**src/rtl/cfg_reg_bank_if.sv**
```systemverilog
// Register-bank access bus: controller-side requests, bank-side responses
// and the continuously exported configuration words.
interface cfg_reg_bank_if #(
  parameter int WIDTH   = 8,
  parameter int ADDR    = 4,
  parameter int NUM_EXP = 4
);
  logic                     WrEn;
  logic                     RdEn;
  logic [ADDR-1:0]          Address;
  logic [WIDTH-1:0]         WrData;
  logic [WIDTH-1:0]         WrMask;
  logic [WIDTH-1:0]         RdData;
  logic                     RdData_VLD;
  logic                     Err;
  logic                     Cfg_Chg;
  logic [NUM_EXP*WIDTH-1:0] REG_EXP;

  modport master (
    output WrEn, RdEn, Address, WrData, WrMask,
    input  RdData, RdData_VLD, Err, Cfg_Chg, REG_EXP
  );

  modport slave (
    input  WrEn, RdEn, Address, WrData, WrMask,
    output RdData, RdData_VLD, Err, Cfg_Chg, REG_EXP
  );
endinterface

```
**src/rtl/cfg_reg_bank.sv**
```systemverilog
// Parametrised configuration register bank: masked writes, read-only
// protection, error pulses and a change pulse on the exported registers.
module cfg_reg_bank #(
  parameter int                     WIDTH    = 8,
  parameter int                     DEPTH    = 16,
  parameter int                     ADDR     = 4,
  parameter int                     NUM_EXP  = 4,
  parameter logic [DEPTH*WIDTH-1:0] INIT_VEC =
      ((DEPTH*WIDTH)'(8'h81) << (2*WIDTH)) | ((DEPTH*WIDTH)'(8'h08) << (3*WIDTH)),
  parameter logic [DEPTH-1:0]       RO_MASK  = '0
) (
  input logic           CLK,
  input logic           RST,
  cfg_reg_bank_if.slave bus
);

  logic [WIDTH-1:0] r_regs [DEPTH];
  logic [WIDTH-1:0] r_rd_data;
  logic             r_rd_vld;
  logic             r_err;
  logic             r_cfg_chg;

  logic             w_in_range;
  logic             w_ro;
  logic             w_exported;
  logic             w_wr_ok;
  logic [WIDTH-1:0] w_cur;
  logic [WIDTH-1:0] w_new;

  // NOTE: every combinational output gets a default first so no path
  // through the block leaves it unassigned and infers a latch.
  always_comb begin
    w_in_range = 32'(bus.Address) < 32'(DEPTH);
    w_exported = 32'(bus.Address) < 32'(NUM_EXP);
    w_cur      = '0;
    w_ro       = 1'b0;
    if (w_in_range) begin
      w_cur = r_regs[bus.Address];
      w_ro  = RO_MASK[bus.Address];
    end
    w_new   = (w_cur & ~bus.WrMask) | (bus.WrData & bus.WrMask);
    w_wr_ok = w_in_range && !w_ro;
  end

  // NOTE: the storage array is reset too, because each register has a
  // defined power-up value that the exported configuration depends on.
  // NOTE: state updates use non-blocking assignments so every register
  // samples pre-edge values regardless of statement order.
  always_ff @(posedge CLK or negedge RST) begin
    if (!RST) begin
      for (int i = 0; i < DEPTH; i++) r_regs[i] <= INIT_VEC[i*WIDTH +: WIDTH];
      r_rd_data <= '0;
      r_rd_vld  <= 1'b0;
      r_err     <= 1'b0;
      r_cfg_chg <= 1'b0;
    end else begin
      r_rd_vld  <= 1'b0;
      r_err     <= 1'b0;
      r_cfg_chg <= 1'b0;
      if (bus.WrEn && bus.RdEn) begin
        r_err <= 1'b1;
      end else if (bus.WrEn) begin
        if (w_wr_ok) begin
          r_regs[bus.Address] <= w_new;
          r_cfg_chg           <= w_exported && (w_new != w_cur);
        end else begin
          r_err <= 1'b1;
        end
      end else if (bus.RdEn) begin
        // w_cur is already zero for out-of-range addresses
        r_rd_data <= w_cur;
        r_rd_vld  <= 1'b1;
        r_err     <= !w_in_range;
      end
    end
  end

  for (genvar g = 0; g < NUM_EXP; g++) begin : g_exp
    assign bus.REG_EXP[g*WIDTH +: WIDTH] = r_regs[g];
  end

  assign bus.RdData     = r_rd_data;
  assign bus.RdData_VLD = r_rd_vld;
  assign bus.Err        = r_err;
  assign bus.Cfg_Chg    = r_cfg_chg;

endmodule
```
**src/flat_wrapper.sv**
```systemverilog
// flat-port wrapper written by rule: the top's interface ports become plain ports
module cfg_reg_bank_flat 
#(
  parameter int                     WIDTH    = 8,
  parameter int                     DEPTH    = 16,
  parameter int                     ADDR     = 4,
  parameter int                     NUM_EXP  = 4,
  parameter logic [DEPTH*WIDTH-1:0] INIT_VEC =
      ((DEPTH*WIDTH)'(8'h81) << (2*WIDTH)) | ((DEPTH*WIDTH)'(8'h08) << (3*WIDTH)),
  parameter logic [DEPTH-1:0]       RO_MASK  = '0
)
  (CLK, RST, bus_WrEn, bus_RdEn, bus_Address, bus_WrData, bus_WrMask, bus_RdData, bus_RdData_VLD, bus_Err, bus_Cfg_Chg, bus_REG_EXP);
  cfg_reg_bank_if #(.WIDTH(WIDTH), .ADDR(ADDR), .NUM_EXP(NUM_EXP)) bus_i ();
  input logic CLK;
  input logic RST;
  input wire logic [$bits(bus_i.WrEn)-1:0] bus_WrEn;
  input wire logic [$bits(bus_i.RdEn)-1:0] bus_RdEn;
  input wire logic [$bits(bus_i.Address)-1:0] bus_Address;
  input wire logic [$bits(bus_i.WrData)-1:0] bus_WrData;
  input wire logic [$bits(bus_i.WrMask)-1:0] bus_WrMask;
  output wire logic [$bits(bus_i.RdData)-1:0] bus_RdData;
  output wire logic [$bits(bus_i.RdData_VLD)-1:0] bus_RdData_VLD;
  output wire logic [$bits(bus_i.Err)-1:0] bus_Err;
  output wire logic [$bits(bus_i.Cfg_Chg)-1:0] bus_Cfg_Chg;
  output wire logic [$bits(bus_i.REG_EXP)-1:0] bus_REG_EXP;
  assign bus_i.WrEn = bus_WrEn;
  assign bus_i.RdEn = bus_RdEn;
  assign bus_i.Address = bus_Address;
  assign bus_i.WrData = bus_WrData;
  assign bus_i.WrMask = bus_WrMask;
  assign bus_RdData = bus_i.RdData;
  assign bus_RdData_VLD = bus_i.RdData_VLD;
  assign bus_Err = bus_i.Err;
  assign bus_Cfg_Chg = bus_i.Cfg_Chg;
  assign bus_REG_EXP = bus_i.REG_EXP;
  cfg_reg_bank #(.WIDTH(WIDTH), .DEPTH(DEPTH), .ADDR(ADDR), .NUM_EXP(NUM_EXP), .INIT_VEC(INIT_VEC), .RO_MASK(RO_MASK)) u_core (.CLK(CLK), .RST(RST), .bus(bus_i));
endmodule
```
**config.mk**
```make
export PLATFORM = sky130hd
export DESIGN_NAME = cfg_reg_bank_flat
export DESIGN_NICKNAME = d
export VERILOG_FILES = /design/src/rtl/cfg_reg_bank_if.sv /design/src/rtl/cfg_reg_bank.sv /design/src/flat_wrapper.sv
export SDC_FILE = /design/constraint.sdc
export NUM_CORES = 1
export LEC_CHECK = 0
export CAP_MARGIN = 20
export CORE_MARGIN = 4
export CORE_UTILIZATION = 45
export DETAILED_ROUTE_END_ITERATION = 10
export PLACE_DENSITY = 0.73
export REMOVE_ABC_BUFFERS = 1
export SLEW_MARGIN = 15
export SYNTH_ARGS = -nofsm -noshare
export SYNTH_HDL_FRONTEND = slang
export SYNTH_SLANG_ARGS = --single-unit
```
**constraint.sdc**
```tcl
create_clock -name CLK -period 2.35 [get_ports CLK]
set_input_delay 0.47 -clock CLK [delete_from_list [all_inputs] [get_ports CLK]]
set_output_delay 0.47 -clock CLK [all_outputs]
set_load 0.02 [all_outputs]
```
==> summary.md <==
In this run, distinct cell masters in the synthesized netlist total 44. The root buffer cell chosen for the clock tree is clkbuf_16. The H-tree was split into 4 levels. The width of the chip works out to 129.1 microns. The first detailed-routing pass ran for 5 iterations. The flow ran to the end, and the final reports show no timing, DRC or antenna violations.

The tools report the final-report hold violation count as 0. The floorplan core area was 14,100 sq um; the ratio of final minimum period to clock period was 0.9654. In this run the critical register-to-register path is launched from u_core.bus.REG_EXP[30].

The run gives 17 as the number of CTS-inserted buffers. After global routing the overflow that remains totals 0. The die covers 16,660 sq um. From bottom edge to top edge, the die measures 129.1 microns. The cell count after synthesis came out at 626.

STA classifies the critical path endpoint as a flop. The tools report the maximum count of clock buffers along a single path as 2. Across all register-to-register paths, the minimum setup slack is 0.08 ns.

Sorting the synthesized cells by area gives the leading types as dfrtp_1, mux4_2, o21ai_0, nand2_1, a21oi_1. The startpoint class of the critical path is a flop. After the last flow step, the layout net total stands at 750. The wire-length estimate of the detail-placed layout is 12.21 mm. Setup repair after global routing left no endpoint under its margin. The time the worst path needs with I/O delays and setup works out to 2.269 ns. After synthesis, the mean cell area works out to 10.54 sq um. During I/O placement, the number of pins put on the boundary was 67. The worst vdd rail ir drop was 0.3716 mV. The post-synthesis async set-or-reset flop share came out at 1.000. The tree built by TritonCTS fans out to 139 sinks. Cell area after synthesis: 6595 sq um. Setup violations remaining at the end of the flow were counted as 0.

The setup clock skew after layout is 0.005914 ns. The tools report the sequential cell area fraction in the yosys report as 0.5280. The layout has 1,091 filler cells. The total number of placement rows was 43; the fraction of final layout cells sized beyond drive strength 1 was 0.2246. The logs give 3.831 nW for the static leakage and 0 for the count of antenna diodes in the layout. The count of buffers from port buffering is 66, and the overall routing resource usage is 0.2231. The run gives 0.08142 ns as the minimum setup slack in the final design. Counting flops and latches in the post-synthesis netlist gives 139. The vias after detailed routing was 5,206.

The cell taking the most area after synthesis was dfrtp_1. For this design, the CTS-stage hold fixing added 0 buffers. The CTS clock-pin slew for the worst setup and hold paths works out to 0.06 ns. The initial antenna violation count came out at 0. In the final routed layout, each cell accounts on average for 19.06 microns.

The detail route stage leaves a number of antenna-violating nets equal to 0. Counting flops with a built-in enable in the synthesized netlist gives 0. The run gives -0.9015 ns as the pre-CTS worst setup slack. TritonCTS built the clock tree. Summed over all layers, the routed wires come to 17.51 mm. The most numerous cell in the Yosys netlist is dfrtp_1. Max-cap violations in this run came to 0.

The worst slew margin relative to its limit is 0.6107, and the largest driver fanout on the critical path is 2. The number of global-route vias before repair was 5,341; the number of max-slew violations in the final report was 0. The global-route wire length before repair was 28.33 mm; the total power after layout was 8.246 mW. The tightest min-delay check is of the input port to async pin type. The critical path goes through mux4_1, mux2_2, a32o_1, o31a_1, a2111oi_4, a31oi_1. For this run, the number of Yosys warnings is 0. Share of the synthesized area in the top cell type: 0.5160.

At the end of routability-driven placement, the weighted congestion stood at 0.9159. Among all flip-flop cells after synthesis, the most frequent one is dfrtp_1. The largest single stage delay on the critical path is 0.50 ns. Derived from the worst setup path, the maximum achievable clock frequency is 0.4408 GHz. For the pin with the worst max-slew slack, the measured transition is 0.5840 ns. In the routed design, unresolved DRC markers number 0.

The count of cells along the worst register-to-register path came out at 6. The worst flop-to-flop path endpoint was u_core.bus.Cfg_Chg. Relative to the synthesized area, the layout overhead comes to 31.53%. The clock latency of the later-clocked register in the worst-skew pair is 0.43 ns. After synthesis, the most frequently instantiated cells are dfrtp_1, nand2_1, o21ai_0.

By startpoint and endpoint, the worst setup path is classified as flop to flop. The cell area power density was 950.6 nW/um^2; the via density per instance was 5.665. The minimum hold slack came out at 0.02123 ns.

The endpoint required time on the critical path came out at 2.64 ns. On the critical path, the stage with the largest delay is an instance of mux4_1. The worst path arrival time was 2.56 ns.

Detailed router's first-iteration violation count: 475. The pin count of the biggest net entering global routing is 64, and the starting density of the core is 0.4679.
-- power by group --
part / internal (mW) / leakage [nW] / total (mW) / switching, mW
registers: 2.88 / 1.78 / 3.18 / 0.297
logic: 0.978 / 1.72 / 1.92 / 0.942
clock network: 2.10 / 0.330 / 3.15 / 1.05
-- worst max-delay path by stage --
stage	cells after the start	to	start	slack [ns]
floorplan	6	u_core.bus.Cfg_Chg	bus_Address[0]	0.04
global placement	8	u_core.bus.Cfg_Chg	bus_Address[1]	-0.85
detailed placement	8	u_core.bus.Cfg_Chg	bus_Address[1]	-0.90
CTS	6	u_core.bus.Cfg_Chg	u_core.bus.REG_EXP[30]	0.007
global route	8	u_core.r_regs[53]	u_core.bus.REG_EXP[29]	0.008
finish	6	u_core.bus.Cfg_Chg	u_core.bus.REG_EXP[30]	0.08
-- per-stage QoR --
step                      instance area, sq um  utilization  TNS [ns]  instances
after floorplan                           6155            -         0        556
after global placement                    7870       0.5583    -68.44        883
after detailed placement                  7870       0.5583    -73.22        883
after CTS                                 8640       0.6129         0        919
after global routing                      8675       0.6154         0        919
final                                     8675       0.6154         0        919
-- kinds of logic (layout without fill, tap and decap cells) --
kind of cell / Yosys count / in the layout / share of synthesized area
AO/OA/AOI/OAI: 168 / 168 / 0.1444
XOR/XNOR: 7 / 7 / 0.009296
buffers and inverters: 73 / 186 / 0.06849
flip-flops: 139 / 139 / 0.5280
multiplexers: 42 / 42 / 0.1296
AND/OR/NAND/NOR: 197 / 197 / 0.1203
-- placed cells by master, fill, tap and decap left out, types with 3 or more instances in the layout --
cell type	n
xnor2_1	5
bufinv_16	7
mux2_2	4
buf_4	64
clkdlybuf4s50_1	61
a21oi_1	49
a22o_1	4
mux4_1	6
a21oi_2	3
nor2b_1	6
nand2b_1	3
o21ai_0	88
clkbuf_16	17
buf_12	18
nand2_1	113
mux4_2	26
clkinvlp_4	3
o21ai_1	4
buf_6	3
a221oi_2	4
dfstp_2	3
nand3_1	5
nor2_1	58
mux2i_1	4
dfrtp_1	136
o21a_1	4
nor3_1	6
-- state kept, by name, summed over array words and instances, names as in the netlist --
signal,count
u_core.r_regs,96
u_core.bus.REG_EXP,32
u_core.bus.Cfg_Chg,1
u_core.bus.Err,1
u_core.bus.RdData_VLD,1
u_core.bus.RdData,8
-- layer usage --
layer / routed length [microns] / track usage / share of wire / up-vias
li1: - / - / - / 2372
met1: 7020 / 0.2831 / 0.40 / 2595
met2: 8852 / 0.3729 / 0.51 / 193
met3: 1101 / 0.04328 / 0.063 / 46
met4: 540 / 0.1013 / 0.031 / 0
met5: 0 / 0 / 0 / -
-- area by class of cell --
class | count | area, sq um | area share
clock inverter | 15 | 269.0 | 0.03101
clock buffer | 17 | 425.4 | 0.04904
sequential | 139 | 3482 | 0.4014
timing repair buffer | 151 | 1544 | 0.1780
inverter | 3 | 11.26 | 0.001298
multi-input combinational | 414 | 2718 | 0.3133
tap | 180 | 225.2 | 0.02596
-- worst max-delay path: cells and delay by family, from the launching register on --
kind | cells | cell delay, ns
DFF | 1 | 0.40
AOI/OAI and AO/OA | 4 | 0.93
muxes | 2 | 0.80
-- timing repair --
action,in CTS,in global routing
gates resized for setup,15,7
pin swaps,2,5
setup endpoints to repair,99,34
gates cloned,2,0
buffers inserted,2,0
Note: power is estimated with default switching activity, not from simulation.
